===== config.mk =====
export PLATFORM = sky130hd
export DESIGN_NAME = tdm_mux_32_1
export DESIGN_NICKNAME = d
export VERILOG_FILES = /design/src/rtl/tdm_mux_pkg.sv /design/src/rtl/lowest_set_bit_32.sv /design/src/rtl/tdm_mux_32_1.sv
export SDC_FILE = /design/constraint.sdc
export NUM_CORES = 1
export LEC_CHECK = 0
export CORE_MARGIN = 5
export CORE_UTILIZATION = 55
export CTS_CLUSTER_DIAMETER = 120
export DETAILED_ROUTE_END_ITERATION = 16
export HOLD_SLACK_MARGIN = 0.05
export MAX_ROUTING_LAYER = met4
export PLACE_DENSITY = 0.8
export SYNTH_ARGS = -nofsm -noshare
export SYNTH_HDL_FRONTEND = slang
export SYNTH_SLANG_ARGS = --single-unit
export TNS_END_PERCENT = 30

===== constraint.sdc =====
create_clock -name Clock_In -period 4 [get_ports Clock_In]
set_clock_uncertainty 0.15 [all_clocks]
set_input_delay 0.6 -clock Clock_In [delete_from_list [all_inputs] [get_ports Clock_In]]
set_output_delay 0.6 -clock Clock_In [all_outputs]
set_load 0.005 [all_outputs]

===== src/rtl/tdm_mux_pkg.sv =====
// Shared constants and types for the 32:1 time-division multiplexer.
package tdm_mux_pkg;

  localparam int unsigned CHANNELS  = 32;
  localparam int unsigned SEL_WIDTH = $clog2(CHANNELS);

  typedef enum logic [0:0] {
    IDLE = 1'b0,
    SEND = 1'b1
  } state_e;

endpackage : tdm_mux_pkg


===== src/rtl/lowest_set_bit_32.sv =====
// Combinational priority encoder: index of the lowest set bit, plus a flag
// telling whether at most one bit is set (last-beat detection).
module lowest_set_bit_32
  import tdm_mux_pkg::*;
(
  input  logic [CHANNELS-1:0]  vec_i,
  output logic [SEL_WIDTH-1:0] idx_o,
  output logic                 one_hot_or_zero_o
);

  // Scan downward so the lowest set bit is the last (winning) assignment.
  always_comb begin
    idx_o = '0;
    for (int i = CHANNELS - 1; i >= 0; i--) begin
      if (vec_i[i]) begin
        idx_o = SEL_WIDTH'(i);
      end
    end
  end

  // Clearing the lowest set bit leaves zero only when at most one bit was set.
  assign one_hot_or_zero_o = ((vec_i & (vec_i - CHANNELS'(1))) == '0);

endmodule : lowest_set_bit_32


===== src/rtl/tdm_mux_32_1.sv =====
// 32-channel TDM sender: captures a masked parallel frame and streams the
// selected channels as (index, bit) beats in ascending index order.
module tdm_mux_32_1
  import tdm_mux_pkg::*;
(
  input  logic                 Clock_In,
  input  logic                 Reset_n_In,
  input  logic                 Enable_In,
  input  logic                 Frame_Valid_In,
  output logic                 Frame_Ready_Out,
  input  logic [CHANNELS-1:0]  Data_In,
  input  logic [CHANNELS-1:0]  Channel_Mask_In,
  output logic                 Serial_Valid_Out,
  input  logic                 Serial_Ready_In,
  output logic                 Serial_Data_Out,
  output logic [SEL_WIDTH-1:0] Select_Out,
  output logic                 Frame_Start_Out,
  output logic                 Frame_End_Out,
  output logic                 Busy_Out
);

  state_e              state_q, state_d;
  logic [CHANNELS-1:0] data_q, data_d;
  logic [CHANNELS-1:0] mask_q, mask_d;
  logic [CHANNELS-1:0] rem_q,  rem_d;

  logic [SEL_WIDTH-1:0] cur_idx;
  logic                 last_beat;
  logic                 in_send;

  lowest_set_bit_32 u_lsb (
    .vec_i             (rem_q),
    .idx_o             (cur_idx),
    .one_hot_or_zero_o (last_beat)
  );

  assign in_send = (state_q == SEND);

  // State and capture registers; reset discards any frame in flight.
  always_ff @(posedge Clock_In or negedge Reset_n_In) begin
    if (!Reset_n_In) begin
      state_q <= IDLE;
      data_q  <= '0;
      mask_q  <= '0;
      rem_q   <= '0;
    end else begin
      state_q <= state_d;
      data_q  <= data_d;
      mask_q  <= mask_d;
      rem_q   <= rem_d;
    end
  end

  // Next-state logic: accept frames in IDLE, retire one channel per beat in SEND.
  always_comb begin
    state_d = state_q;
    data_d  = data_q;
    mask_d  = mask_q;
    rem_d   = rem_q;
    unique case (state_q)
      IDLE: begin
        // An all-zero mask is consumed but produces no beats.
        if (Enable_In && Frame_Valid_In && (Channel_Mask_In != '0)) begin
          data_d  = Data_In;
          mask_d  = Channel_Mask_In;
          rem_d   = Channel_Mask_In;
          state_d = SEND;
        end
      end
      SEND: begin
        if (Serial_Ready_In) begin
          rem_d = rem_q & ~(CHANNELS'(1) << cur_idx);
          if (last_beat) begin
            state_d = IDLE;
          end
        end
      end
      default: state_d = IDLE;
    endcase
  end

  // Outputs come from registered state only, except ready which also follows Enable_In.
  always_comb begin
    Frame_Ready_Out  = 1'b0;
    Serial_Valid_Out = 1'b0;
    Serial_Data_Out  = 1'b0;
    Select_Out       = '0;
    Frame_Start_Out  = 1'b0;
    Frame_End_Out    = 1'b0;
    Busy_Out         = in_send;
    if (in_send) begin
      Serial_Valid_Out = 1'b1;
      Serial_Data_Out  = data_q[cur_idx];
      Select_Out       = cur_idx;
      Frame_Start_Out  = (rem_q == mask_q);
      Frame_End_Out    = last_beat;
    end else begin
      Frame_Ready_Out  = Enable_In;
    end
  end

endmodule : tdm_mux_32_1


==> run_results.csv <==
group,metric,value,unit
outcome,outcome,"finished clean",
sta,fmax,257,MHz
clock_tree,cts_max_level,3,
sta,timing.final.ws_setup,0.102,ns
placement,dp_hpwl,14200,µm
route,routed-via-count,5687,
critical_path,cp.required,3.25,ns
pwr,switching_share,46.6,%
global_routing,grt-busiest-layer,"met2",
sta,period_needed,3.90,ns
critical_path,arrival,3.15,ns
finish,final_cells,938,
route,drt-vias-per-instance,6.06,
pwr,max-vdd-ir-drop,662,µV
sta,finalHoldViolCount,0,
clock_tree,clockBufferDepth,2,
finish,fillers,782,
logic_synthesis,ys_async_sr_fraction,100,%
floorplan,row_count,37,
global_routing,antenna_found_initial,0,
sta,rsz0062_at_grt,"yes",
logic_synthesis,yosys.area.top_type,"dfrtp_1",
finish,antenna_cells,0,
clock_tree,cts_tree,"built",
finish,final_common_cell,"nand2_1",
placement,place_ws,-0.0470,ns
floorplan,dieArea,12300,µm²
critical_path,critical_path_class,"reg2out",
placement,dpl-instance-area,6690,µm²
logic_synthesis,postSynthAreaPerCell,8.04,µm²
logic_synthesis,syn_nets,768,
finish,final_area,7260,µm²
clock_tree,cts_root_buffer,"clkbuf_8",
critical_path,crit_path_max_incr_delay,0.39,ns
finish,area_delta_synth_final,29.1,%
logic_synthesis,synth_flop_cell,"dfrtp_1",
critical_path,cp-end-kind,"primary output",
finish,mostFrequentLayoutCells,"nand2_1 (226), dfrtp_1 (89), clkdlybuf4s50_1 (76)",
global_routing,use_met3,9.33,%
pwr,p_comb_share,69.3,%
finish,fin_util,71.6,%
global_routing,use_met1,42.5,%
pwr,p_int,3.55,mW
global_routing,track_usage,32.8,%
pwr,p_total,6.65,mW
pwr,power_frac_seq,19.9,%
critical_path,crit_fanout,3,
finish,drive_gt1_share,15.8,%
global_routing,grt_max_degree,72,
global_routing,grt_pass1_vias,5671,
logic_synthesis,yosys-top-cells-area,"dfrtp_1 (43%), nand2_1 (15%), xnor2_1 (4.4%), o21ai_0 (2.8%), clkbuf_1 (2.6%)",
global_routing,met2_usage,48.1,%
logic_synthesis,synth_top_area_share,43.2,%
finish,multi_input_area,3160,µm²
floorplan,pin_count,80,
clock_tree,cts_sinks,97,
floorplan,die_h,111,µm
critical_path,crit_top_cell,"buf_4",
route,drt-total-wl,19500,µm
route,drc,0,
global_routing,grt_pass1_wl,30800,µm
worst_hold_path,hold_path_class,"in2async",
route,wire_per_inst,20.8,µm
finish,nets,866,
pwr,p_clk_share,10.8,%
floorplan,die_width,111,µm
placement,dp.cells,906,
critical_path,start_kind,"flop",
placement,gp_congestion,0.989,
critical_path,path_cells,"buf_4 -> nor4_2 -> buf_4 -> and4_4 -> nand2_2 -> o41ai_2 -> o221ai_2 -> a2111oi_4 -> o2111ai_2 -> nor2_1 -> dlygate4sd2_1",
sta,period_share,97.5,%
sta,tightest_slew,0.893,ns
logic_synthesis,synth_seq_cells,97,
logic_synthesis,seq_area_frac_synth,43.2,%
sta,drv_slew,0,
clock_tree,numCtsBuffers,9,
sta,timing.hold.ws,0.173,ns
logic_synthesis,ys_warn_count,0,
global_routing,grt_overflow,0,
sta,setup_viol,0,
logic_synthesis,synth_area,5620,µm²
route,drtIter0Drc,593,
clock_tree,clk-insertion-delay-late,0.39,ns
route,dr.pass1.iters,5,
pwr,p_leak,3.36,nW
pwr,p_switching,3.10,mW
logic_synthesis,yosys.cell_types.count,63,
floorplan,core_area,10100,µm²
placement,port-buffer-count,79,
clock_tree,holdBufCountCts,0,
flow_run,maxCapViolCount,0,
logic_synthesis,synth_edf_count,0,
route,drtAntennaViolNets,0,
logic_synthesis,syn_inst,699,
critical_path,cp_slowest_cell,"dfrtp_1",
floorplan,start_util,55.5,%
sta,relSlewSlack,40.5,%
sta,fin_setup_tns,0,ns
finish,regArea,2440,µm²
pwr,power_density,915,nW/µm²
clock_tree,clk_pin_slew_worst_paths,0.10,ns
## path summary, 6_finish.rpt
path | startpoint | slack, ns | endpoint | cells past startpoint
max | rem_q[6] | 0.10 | Frame_End_Out | 11
min | Reset_n_In | 0.17 | mask_q[18] | 1
max reg2reg | rem_q[30] | 0.84 | rem_q[17] | 10
min reg2reg | data_q[14] | 0.34 | data_q[14] | 2
max in group asynchronous | Reset_n_In | 2.73 | data_q[20] | 2
min in group Clock_In | data_q[14] | 0.34 | data_q[14] | 2
## routing by layer
metal | part of all wire, % | up-vias
met3 | 8.9 | 63
met5 | 0 | -
met2 | 45 | 299
li1 | - | 2597
met4 | 4.2 | 0
met1 | 42 | 2728
## area by class of cell
class / count / area share (%)
flip-flops and latches: 97 / 33.6
multi-input cells: 539 / 43.6
inverters: 14 / 0.724
clock inverters: 6 / 1.26
clock buffers: 10 / 1.76
well taps: 136 / 2.34
repair buffers: 136 / 16.8
## cells by family after synthesis
| family | after synthesis | synth area share (%) |
|---|---|---|
| simple gates | 359 | 28.4 |
| xor+xnor | 32 | 4.98 |
| compound gates | 140 | 17.3 |
| fa+ha+maj | 1 | 0.178 |
| buf+inv | 63 | 4.56 |
| flops | 97 | 43.2 |
| mux | 7 | 1.34 |
## repair_timing
item,4_1_cts,5_1_grt
endpoints found under the setup margin,2,3
resized for setup,36,19
buffers inserted,8,9
pin swaps,11,9
hold endpoints to repair,0,0
## power by group through the flow
stage          Combinational, mW  Sequential [mW]  Clock [mW]
6_report                    4.61             1.33       0.715
5_1_grt                     4.85             1.34       0.773
4_1_cts                     4.11             1.31       0.722
3_5_place_dp                3.72             1.33           0
3_3_place_gp                3.73             1.32           0
2_1_floorplan               2.25             1.23           0
## sequential cells by signal, indices dropped and copies added, names as in the netlist
register  cells
data_q       32
rem_q        32
Busy_Out      1
mask_q       32
## worst max-delay path, delay by kind of cell (launching register included)
| family | cells | cell delay (ns) |
|---|---|---|
| DFF | 1 | 0.39 |
| AOI/OAI and AO/OA | 4 | 1.14 |
| buffers and inverters | 3 | 0.54 |
| and+or+nand+nor | 4 | 0.68 |
## cells in the mapped netlist (all sizes together) (8+ instances only)
library cell,instances
nand4,10
a22o,14
buf,10
inv,14
dfrtp,97
nor4,21
xnor2,28
nor2,39
nor3,11
nand2,228
nand3,10
o21ai,40
clkbuf,39
a21oi,28
o31a,8
or3,12
Note: power is estimated with default switching activity, not from simulation.
